### src/rtl/rvx_ram_arbiter_if.sv
// -----------------------------------------------------------------------------
// rvx_ram_arbiter_if
// One 32-bit RAM-style request/response port. The same bundle is used for the
// two upstream masters and for the downstream RAM port of rvx_ram_arbiter.
//
//   rw_address      32  byte address                     (requester -> responder)
//   read_request     1  read request                     (requester -> responder)
//   write_request    1  write request                    (requester -> responder)
//   write_data      32  write payload                    (requester -> responder)
//   write_strobe     4  byte enables                     (requester -> responder)
//   read_data       32  read return data                 (responder -> requester)
//   read_response    1  read completion                  (responder -> requester)
//   write_response   1  write completion                 (responder -> requester)
//
// Modports:
//   master  the side that issues requests (the arbiter towards the RAM)
//   slave   the side that answers requests (the arbiter towards each master)
// -----------------------------------------------------------------------------
interface rvx_ram_arbiter_if;
    logic [31:0] rw_address;
    logic        read_request;
    logic        write_request;
    logic [31:0] write_data;
    logic [3:0]  write_strobe;
    logic [31:0] read_data;
    logic        read_response;
    logic        write_response;

    modport master (
        output rw_address, read_request, write_request, write_data, write_strobe,
        input  read_data, read_response, write_response
    );

    modport slave (
        input  rw_address, read_request, write_request, write_data, write_strobe,
        output read_data, read_response, write_response
    );
endinterface

### src/rtl/rvx_ram_arbiter.sv
// -----------------------------------------------------------------------------
// rvx_ram_arbiter
// Two-master arbiter in front of a single RAM port. At most one transaction is
// outstanding: IDLE grants and latches a request, ISSUE pulses the RAM request
// for one cycle, WAIT holds the payload until the matching RAM response or a
// timeout, DONE returns the result to the granted master for one cycle.
//
// Ports:
//   clock        single clock, all state on its rising edge
//   reset_n      asynchronous active-low reset (deassertion synchronised by
//                the integrator)
//   m0, m1       master ports (slave modport of rvx_ram_arbiter_if)
//   s            downstream RAM port (master modport of rvx_ram_arbiter_if)
//   m0_timeout   one-cycle flag alongside a forced response to master 0
//   m1_timeout   one-cycle flag alongside a forced response to master 1
//
// Parameter:
//   TIMEOUT_CYCLES  WAIT cycles before a forced response (1..255)
//
// Configuration macro:
//   RVX_ARB_ROUND_ROBIN_EN  defined: a simultaneous request goes to the master
//                           not served last. Undefined: master 0 always wins
//                           and no priority register exists.
// -----------------------------------------------------------------------------
module rvx_ram_arbiter #(
    parameter int unsigned TIMEOUT_CYCLES = 15
) (
    input  logic                clock,
    input  logic                reset_n,
    rvx_ram_arbiter_if.slave    m0,
    rvx_ram_arbiter_if.slave    m1,
    rvx_ram_arbiter_if.master   s,
    output logic                m0_timeout,
    output logic                m1_timeout
);

    localparam logic [7:0] TIMEOUT_LIMIT = 8'(TIMEOUT_CYCLES);

    typedef enum logic [1:0] {
        IDLE,
        ISSUE,
        WAIT,
        DONE
    } state_t;

    state_t      state;
    state_t      state_next;
    logic [7:0]  wait_count;

    // Transaction latched at grant time; the masters may change their inputs
    // freely once the grant has been taken.
    logic [31:0] lat_address;
    logic [31:0] lat_write_data;
    logic [3:0]  lat_write_strobe;
    logic        lat_write;
    logic        lat_master;
    logic [31:0] lat_read_data;
    logic        lat_timeout;

    logic        req0;
    logic        req1;
    logic        grant;
    logic        grant_write;
    logic        s_response;
    logic        timeout_hit;
    logic        payload_valid;
    logic        done0;
    logic        done1;

    assign req0 = m0.read_request | m0.write_request;
    assign req1 = m1.read_request | m1.write_request;

`ifdef RVX_ARB_ROUND_ROBIN_EN
    // Master that wins the next simultaneous request.
    logic priority_master;

    assign grant = (req0 && req1) ? priority_master : req1;

    always_ff @(posedge clock or negedge reset_n) begin
        if (!reset_n) begin
            priority_master <= 1'b0;
        end else if (state == WAIT && state_next == DONE) begin
            priority_master <= ~lat_master;
        end
    end
`else
    assign grant = ~req0;
`endif

    // A write wins over a read raised by the same master; the read remains
    // pending and is granted in a later IDLE cycle.
    assign grant_write = grant ? m1.write_request : m0.write_request;

    // Only the response type matching the issued operation completes WAIT.
    assign s_response  = lat_write ? s.write_response : s.read_response;

    // The counter holds the number of WAIT cycles already spent, so the
    // TIMEOUT_CYCLES-th WAIT cycle is the last one.
    assign timeout_hit = (wait_count + 8'd1) == TIMEOUT_LIMIT;

    // NOTE: state registers use non-blocking assignments so every flop samples
    // pre-edge values, independent of process evaluation order.
    always_ff @(posedge clock or negedge reset_n) begin
        if (!reset_n) begin
            state <= IDLE;
        end else begin
            state <= state_next;
        end
    end

    // NOTE: the default assignment at the top of a combinational block keeps
    // every path assigned, so no latch is inferred.
    always_comb begin
        state_next = state;
        case (state)
            IDLE:    if (req0 || req1) state_next = ISSUE;
            ISSUE:   state_next = WAIT;
            WAIT:    if (s_response || timeout_hit) state_next = DONE;
            DONE:    state_next = IDLE;
            default: state_next = IDLE;
        endcase
    end

    // NOTE: the latched payload is reset as well, so the block starts from a
    // known transaction and no X can reach the outputs after reset.
    always_ff @(posedge clock or negedge reset_n) begin
        if (!reset_n) begin
            wait_count       <= 8'd0;
            lat_address      <= 32'd0;
            lat_write_data   <= 32'd0;
            lat_write_strobe <= 4'd0;
            lat_write        <= 1'b0;
            lat_master       <= 1'b0;
            lat_read_data    <= 32'd0;
            lat_timeout      <= 1'b0;
        end else begin
            case (state)
                IDLE: begin
                    if (req0 || req1) begin
                        lat_master       <= grant;
                        lat_write        <= grant_write;
                        lat_address      <= grant ? m1.rw_address   : m0.rw_address;
                        lat_write_data   <= grant ? m1.write_data   : m0.write_data;
                        lat_write_strobe <= grant ? m1.write_strobe : m0.write_strobe;
                        lat_read_data    <= 32'd0;
                        lat_timeout      <= 1'b0;
                    end
                end
                ISSUE: begin
                    wait_count <= 8'd0;
                end
                WAIT: begin
                    wait_count <= wait_count + 8'd1;
                    if (s_response) begin
                        lat_read_data <= lat_write ? 32'd0 : s.read_data;
                    end else if (timeout_hit) begin
                        lat_read_data <= 32'd0;
                        lat_timeout   <= 1'b1;
                    end
                end
                default: ;
            endcase
        end
    end

    // Downstream port: payload visible only while the transaction is in
    // flight, request pulsed for the single ISSUE cycle.
    assign payload_valid  = (state == ISSUE) || (state == WAIT);
    assign s.rw_address   = payload_valid ? lat_address      : 32'd0;
    assign s.write_data   = payload_valid ? lat_write_data   : 32'd0;
    assign s.write_strobe = payload_valid ? lat_write_strobe : 4'd0;
    assign s.read_request  = (state == ISSUE) && !lat_write;
    assign s.write_request = (state == ISSUE) &&  lat_write;

    // Master return paths are decoded from state, so an asynchronous reset
    // clears them in the same instant.
    assign done0 = (state == DONE) && !lat_master;
    assign done1 = (state == DONE) &&  lat_master;

    assign m0.read_response  = done0 && !lat_write;
    assign m0.write_response = done0 &&  lat_write;
    assign m0.read_data      = (done0 && !lat_write) ? lat_read_data : 32'd0;
    assign m0_timeout        = done0 && lat_timeout;

    assign m1.read_response  = done1 && !lat_write;
    assign m1.write_response = done1 &&  lat_write;
    assign m1.read_data      = (done1 && !lat_write) ? lat_read_data : 32'd0;
    assign m1_timeout        = done1 && lat_timeout;

endmodule

### src/flat_wrapper.sv
// flat-port wrapper written by rule: the top's interface ports become plain ports
module rvx_ram_arbiter_flat 
#(
    parameter int unsigned TIMEOUT_CYCLES = 15
)
  (clock, reset_n, m0_timeout, m1_timeout, m0_rw_address, m0_read_request, m0_write_request, m0_write_data, m0_write_strobe, m0_read_data, m0_read_response, m0_write_response, m1_rw_address, m1_read_request, m1_write_request, m1_write_data, m1_write_strobe, m1_read_data, m1_read_response, m1_write_response, s_rw_address, s_read_request, s_write_request, s_write_data, s_write_strobe, s_read_data, s_read_response, s_write_response);
  rvx_ram_arbiter_if m0_i ();
  rvx_ram_arbiter_if m1_i ();
  rvx_ram_arbiter_if s_i ();
  input  logic clock;
  input  logic reset_n;
  output logic m0_timeout;
  output logic m1_timeout;
  input wire logic [$bits(m0_i.rw_address)-1:0] m0_rw_address;
  input wire logic [$bits(m0_i.read_request)-1:0] m0_read_request;
  input wire logic [$bits(m0_i.write_request)-1:0] m0_write_request;
  input wire logic [$bits(m0_i.write_data)-1:0] m0_write_data;
  input wire logic [$bits(m0_i.write_strobe)-1:0] m0_write_strobe;
  output wire logic [$bits(m0_i.read_data)-1:0] m0_read_data;
  output wire logic [$bits(m0_i.read_response)-1:0] m0_read_response;
  output wire logic [$bits(m0_i.write_response)-1:0] m0_write_response;
  input wire logic [$bits(m1_i.rw_address)-1:0] m1_rw_address;
  input wire logic [$bits(m1_i.read_request)-1:0] m1_read_request;
  input wire logic [$bits(m1_i.write_request)-1:0] m1_write_request;
  input wire logic [$bits(m1_i.write_data)-1:0] m1_write_data;
  input wire logic [$bits(m1_i.write_strobe)-1:0] m1_write_strobe;
  output wire logic [$bits(m1_i.read_data)-1:0] m1_read_data;
  output wire logic [$bits(m1_i.read_response)-1:0] m1_read_response;
  output wire logic [$bits(m1_i.write_response)-1:0] m1_write_response;
  output wire logic [$bits(s_i.rw_address)-1:0] s_rw_address;
  output wire logic [$bits(s_i.read_request)-1:0] s_read_request;
  output wire logic [$bits(s_i.write_request)-1:0] s_write_request;
  output wire logic [$bits(s_i.write_data)-1:0] s_write_data;
  output wire logic [$bits(s_i.write_strobe)-1:0] s_write_strobe;
  input wire logic [$bits(s_i.read_data)-1:0] s_read_data;
  input wire logic [$bits(s_i.read_response)-1:0] s_read_response;
  input wire logic [$bits(s_i.write_response)-1:0] s_write_response;
  assign m0_i.rw_address = m0_rw_address;
  assign m0_i.read_request = m0_read_request;
  assign m0_i.write_request = m0_write_request;
  assign m0_i.write_data = m0_write_data;
  assign m0_i.write_strobe = m0_write_strobe;
  assign m0_read_data = m0_i.read_data;
  assign m0_read_response = m0_i.read_response;
  assign m0_write_response = m0_i.write_response;
  assign m1_i.rw_address = m1_rw_address;
  assign m1_i.read_request = m1_read_request;
  assign m1_i.write_request = m1_write_request;
  assign m1_i.write_data = m1_write_data;
  assign m1_i.write_strobe = m1_write_strobe;
  assign m1_read_data = m1_i.read_data;
  assign m1_read_response = m1_i.read_response;
  assign m1_write_response = m1_i.write_response;
  assign s_rw_address = s_i.rw_address;
  assign s_read_request = s_i.read_request;
  assign s_write_request = s_i.write_request;
  assign s_write_data = s_i.write_data;
  assign s_write_strobe = s_i.write_strobe;
  assign s_i.read_data = s_read_data;
  assign s_i.read_response = s_read_response;
  assign s_i.write_response = s_write_response;
  rvx_ram_arbiter #(.TIMEOUT_CYCLES(TIMEOUT_CYCLES)) u_core (.clock(clock), .reset_n(reset_n), .m0(m0_i), .m1(m1_i), .s(s_i), .m0_timeout(m0_timeout), .m1_timeout(m1_timeout));
endmodule
### config.mk
export PLATFORM = sky130hd
export DESIGN_NAME = rvx_ram_arbiter_flat
export DESIGN_NICKNAME = d
export VERILOG_FILES = /design/src/rtl/rvx_ram_arbiter_if.sv /design/src/rtl/rvx_ram_arbiter.sv /design/src/flat_wrapper.sv
export SDC_FILE = /design/constraint.sdc
export NUM_CORES = 1
export LEC_CHECK = 0
export ABC_CLOCK_PERIOD_IN_PS = 3350
export CORE_MARGIN = 2
export CORE_UTILIZATION = 44
export CTS_CLUSTER_DIAMETER = 50
export CTS_CLUSTER_SIZE = 24
export DETAILED_ROUTE_END_ITERATION = 10
export PLACE_DENSITY = 0.87
export SLEW_MARGIN = 25
export SYNTH_ARGS = -nofsm -noshare
export SYNTH_HDL_FRONTEND = slang
export SYNTH_SLANG_ARGS = --single-unit
### constraint.sdc
create_clock -name clock -period 3.35 [get_ports clock]
set_clock_uncertainty 0.2 [all_clocks]
set_input_delay 0.67 -clock clock [delete_from_list [all_inputs] [get_ports clock]]
set_output_delay 0.67 -clock clock [all_outputs]
set_load 0.05 [all_outputs]
# [Word-level counts from Yosys, hierarchy flattened]
# Cells that the tools add are included.
[word_totals] reg_bits=113 out_inout_bits=140 word_cells=67
[op_classes] n_addsub=1 n_eq_ne=9 mux=23 bitwise_logic=3 n_reduce_logical=22
[op_table] op="$mux W32" n=10
[op_table] op="$pmux W32 S2" n=1
[op_table] op="$pmux W8 S2" n=1
[op_table] op="$logic_and A1 B1 Y1" n=10
[op_table] op="$add A8 B1 Y8 const B" n=1
[op_table] op="$eq A8 B4 Y1 const B" n=1
[op_table] op="$mux W4" n=2
[op_table] op="$pmux W2 S4" n=1
[op_table] op="$ne A2 B1 Y1 const B" n=3
[op_table] op="$mux W1" n=5
[op_table] op="$eq A2 B2 Y1 const B" n=2
[op_table] op="$mux W2" n=2
[op_table] op="$reduce_and A2 Y1" n=2
[op_table] op="$reduce_and A4 Y1" n=1
[op_table] op="$reduce_bool A2 Y1" n=2
[op_table] op="$logic_or A1 B1 Y1" n=3
[op_table] op="$ne A3 B1 Y1 const B" n=1
[op_table] op="$reduce_and A3 Y1" n=1
[op_table] op="$eq A2 B1 Y1 const B" n=1
[op_table] op="$logic_not A1 Y1" n=2
[op_table] op="$logic_not A2 Y1" n=1
[op_table] op="$ne A2 B2 Y1 const B" n=1
[op_table] op="$or A1 B1 Y1" n=2
[op_table] op="$pmux W1 S2" n=1
[op_table] op="$not A1 Y1" n=1

# [Depth between registers and ports, before layout]
[depth] ltp_word=5 depth_mapped=8 depth_no_buf=6

# [Worst setup path before layout]
# Ideal clock, no wire load.
[synth_timing] path_type="register -> output" from="reg u_core.state[0]" to="out m0_read_data[22]" arrival_ns=2.081 required_ns=2.480 setup_slack_ns=0.399 path_stages_with_launch=5 n_path_buf=1 path_cell_list="dfrtp_1 ha_1 nor3b_1 clkbuf_1 and2_1"
[synth_via] elab_chain_cells=4
[synth_rtl] element="start, declared" line="rvx_ram_arbiter.sv:46" text="state_t state;"
[synth_rtl] element="start signal, assigned" line="rvx_ram_arbiter.sv:107" text="state <= state_next;"
[synth_rtl] element="$eq A2 B2 Y1" line="rvx_ram_arbiter.sv:177" text="assign done0 = (state == DONE) && !lat_master;"
[synth_rtl] element="$logic_and A1 B1 Y1" line="rvx_ram_arbiter.sv:177"
[synth_rtl] element="$logic_and A1 B1 Y1"
[synth_rtl] element="net m0_read_response" line="flat_wrapper.sv:20" text="output wire logic [$bits(m0_i.read_response)-1:0] m0_read_response;"
[synth_rtl] element="$mux W32" line="rvx_ram_arbiter.sv:182" text="assign m0.read_data = (done0 && !lat_write) ? lat_read_data : 32'd0;"
[synth_rtl] element="end, declared" line="flat_wrapper.sv:19" text="output wire logic [$bits(m0_i.read_data)-1:0] m0_read_data;"
# The timed path passes the listed nets, and every way through them passes these cells.

# [Final worst setup path]
[layout_timing] from="reg u_core.state[0]" to="out m0_read_data[29]"
[layout_via] elab_chain_cells=4
[layout_rtl] element="$eq A2 B2 Y1" line="rvx_ram_arbiter.sv:177"
[layout_rtl] element="$logic_and A1 B1 Y1" line="rvx_ram_arbiter.sv:177"
[layout_rtl] element="$logic_and A1 B1 Y1" line="rvx_ram_arbiter.sv:182"
[layout_rtl] element="$mux W32" line="rvx_ram_arbiter.sv:182"
# No other way between the ends.

==> metrics.md <==
| Metric | Value |
|---|---|
| Outcome | finished, final reports clean |
| Share of cells above drive strength 1 | 18.36% |
| FF+latch count, synth | 113 |
| First-pass GRT wire length | 30230 um |
| Clock root cell | clkbuf_16 |
| Crit path max-delay cell type | nor3b_4 |
| Fin crit period | 3.061 ns |
| Worst setup SP type | flop |
| Synthesized area | 6237 sq um |
| Fraction of registers with async set/reset | 100.0% |
| CP required | 2.48 ns |
| Die width | 123.1 um |
| DPL Wire Length | 14490 um |
| Hold crit path type | reg -> reg |
| CTS tree | done |
| Gr usage total | 26.33% |
| Static leakage | 4.601 nW |
| Wire length per cell | 16.59 um |
| Final Cycle Share | 91.37% |
| Final setup fails | 0 |
| Via density | 5.129 |
| Pwr Density | 934.1 nW/um^2 |
| Io pins | 316 |
| GP Congestion | 0.7887 |
| Core box area | 13880 sq um |
| WS Path Type | reg -> out |
| Met1 WL | 7208 um |
| Syn-to-layout area delta | 64.11% |
| Largest net degree at the start of global routing | 141 |
| WL met2 | 9933 um |
| Post-Layout Cell Count | 1178 |
| Max-Cap Viols | 0 |
| Maximum root-to-sink buffer count | 2 |
| Dpl cells | 1147 |
| Synth Flop Type | dfrtp_1 |
| Met3 WL | 1717 um |
| Peak supply drop | 841.6 uV |
| Uppermost layer routed | met4 |
| Reg clk slew, reported paths | 0.05 ns |
| FF-to-FF setup slack | 1.01 ns |
| Setup TNS | 0 ns |
| # fillers | 1042 |
| Max Fclk | 326.7 MHz |
| Crit-path cells | ha_1 -> nor3b_4 -> buf_4 -> and2_1 -> buf_4 |
| Vias post-DR | 6042 |
| CP max FO | 19 |
| Top post-synthesis cells by area | dfrtp_1 (45%), and2_1 (13%), mux2i_1 (12%) |
| Largest delay contributor family on the critical path | simple AND/OR/NAND/NOR gates |
| Number of distinct library cells after synthesis | 33 |
| Number of routed nets with antenna violations | 0 |
| H-tree depth | 4 |
| Initial antenna violation count | 1 |
| Critical Path Max Stage Delay | 0.46 ns |
| Post-synth EDFFs | 0 |
| # Post-CTS Setup Buffers | 0 |
| Seq/Total Area, Yosys | 45.34% |
| Vias in the first global route | 5836 |
| Slew Limit Fails | 0 |
| Area leader, netlist | dfrtp_1 |
| RSZ-0062 raised after global routing | false |
| Worst slew margin | 58.00% |
| Worst Setup End Kind | output port |
| Die Span Y | 123.1 um |
| Yosys top cell area share | 45.34% |
| Initial DRC count | 418 |
| Crit path top cell by count | buf_4 |
| Clock Sinks | 113 |
| Post-route DRC | 0 |
| WP buf/inv | 2 |
| Mean post-synth cell area | 9.039 sq um |
| Initial Utilization | 44.93% |
| Drt pass-1 iters | 6 |
| Post-Syn Nets | 872 |
| Total grt overflow | 0 |
| # nets final | 1169 |
| Final Hold Viols | 0 |
| PortBufs | 315 |
| Die ar. | 15140 sq um |
| Row Count | 43 |
| Most numerous cell in the Yosys netlist | and2_1 |
| WP data arrival | 2.19 ns |
| Syn. warnings | 0 |
| CTS Buf Count | 17 |
| Commonest cells in the netlist | and2_1 (134), nand2_1 (114), dfrtp_1 (113) |
| WL final | 19550 um |
| Worst-margin pin slew | 0.6299 ns |
| Cells after Synth | 690 |
| Worst-Skew Late Latency | 0.41 ns |
[sequential cells by signal, indices dropped and copies added (netlist names)]
name and flops:
u_core.lat_address 32, u_core.state 2, u_core.lat_write_strobe 4, u_core.lat_master 1, u_core.lat_write 1, u_core.lat_timeout 1, u_core.wait_count 8, u_core.lat_read_data 32
u_core.lat_write_data 32
[final cells by class]
| class | count | area (sq um) | share of cell area [%] |
|---|---|---|---|
| Timing Repair Buffer | 330 | 3393 | 33.15 |
| Multi-Input combinational cell | 514 | 3187 | 31.13 |
| Sequential cell | 113 | 2828 | 27.62 |
| Clock buffer | 22 | 474.2 | 4.633 |
| Tap cell | 180 | 225.2 | 2.200 |
| Clock inverter | 7 | 85.08 | 0.8312 |
| Inverter | 11 | 41.29 | 0.4034 |
| Antenna cell | 1 | 2.502 | 0.02445 |
[metrics by stage]
stage | util [%] | instance area, sq um | hold WS (ns) | worst slack, ns | total power [mW]
final | 73.74 | 10240 | 0.2703 | 0.2890 | 9.562
after global routing | 73.72 | 10230 | 0.2960 | 0.1280 | 10.12
after CTS | 73.68 | 10230 | 0.2742 | 0.09092 | 9.611
after detailed placement | 69.58 | 9658 | 0.2625 | 0.5419 | 7.832
after global placement | 69.57 | 9657 | 0.2533 | 0.2798 | 7.718
after floorplan | - | 6237 | 0.1744 | 0.3993 | 5.957
[what timing repair did]
| action | in CTS | in global routing |
|---|---|---|
| gates resized for setup | 0 | 1 |
| hold endpoints to repair | 24 | 0 |
| setup endpoints to repair | 0 | 18 |
| hold buffers | 1 | 0 |
[worst min-delay path, cell delays in order, from the launching register on]
cell	delay, ns
dfrtp_1	0.33
nand2_1	0.04
o21ai_0	0.06
[final timing paths]
check,start,end,cells after the start
min reg2reg,u_core.lat_write_strobe[3],u_core.lat_write_strobe[3],2
min in group asynchronous,reset_n,u_core.lat_write_data[15],2
max,u_core.state[0],m0_read_data[29],5
min,u_core.lat_write_strobe[3],u_core.lat_write_strobe[3],2
max reg2reg,u_core.state[0],u_core.lat_read_data[28],5
max in group asynchronous,reset_n,u_core.lat_read_data[1],3
[cell families (layout without fill, tap and decap cells)]
family | Yosys count | after routing | share of synthesized area [%]
other cells | 0 | 1 | 0
buf+inv | 63 | 370 | 4.213
fa+ha+maj | 6 | 6 | 1.204
compound gates | 155 | 155 | 14.24
mux | 72 | 72 | 11.55
flops | 113 | 113 | 45.34
simple gates | 281 | 281 | 23.45
[power by group]
group	total, mW	switching, mW	internal, mW
clock network	1.72	0.589	1.13
registers	2.34	0.383	1.95
logic	5.51	3.70	1.80
[metal layers]
| layer | vias up | GRT usage, % |
|---|---|---|
| met5 | - | 0 |
| met4 | 0 | 12.07 |
| met3 | 46 | 7.565 |
| met2 | 281 | 44.13 |
| met1 | 2784 | 31.35 |
| li1 | 2931 | - |
[layout by cell type, fill, tap and decap left out, types with 2 or more instances in the layout]
cell / n
nor4_1: 2
buf_12: 37
nor2_1: 2
o21ai_1: 30
o21ai_0: 82
nand2b_1: 4
dfrtp_1: 113
nand4_1: 2
a21oi_1: 4
mux2i_1: 72
buf_4: 112
clkbuf_1: 2
nand2_1: 114
and2_1: 134
nand3_1: 6
clkinv_2: 5
inv_1: 11
bufinv_16: 2
nor3_1: 4
clkbuf_16: 17
ha_1: 5
a22oi_1: 32
clkbuf_8: 3
and3_1: 5
nor2b_1: 2
clkdlybuf4s50_1: 180
(Power assumes the default switching activity.)
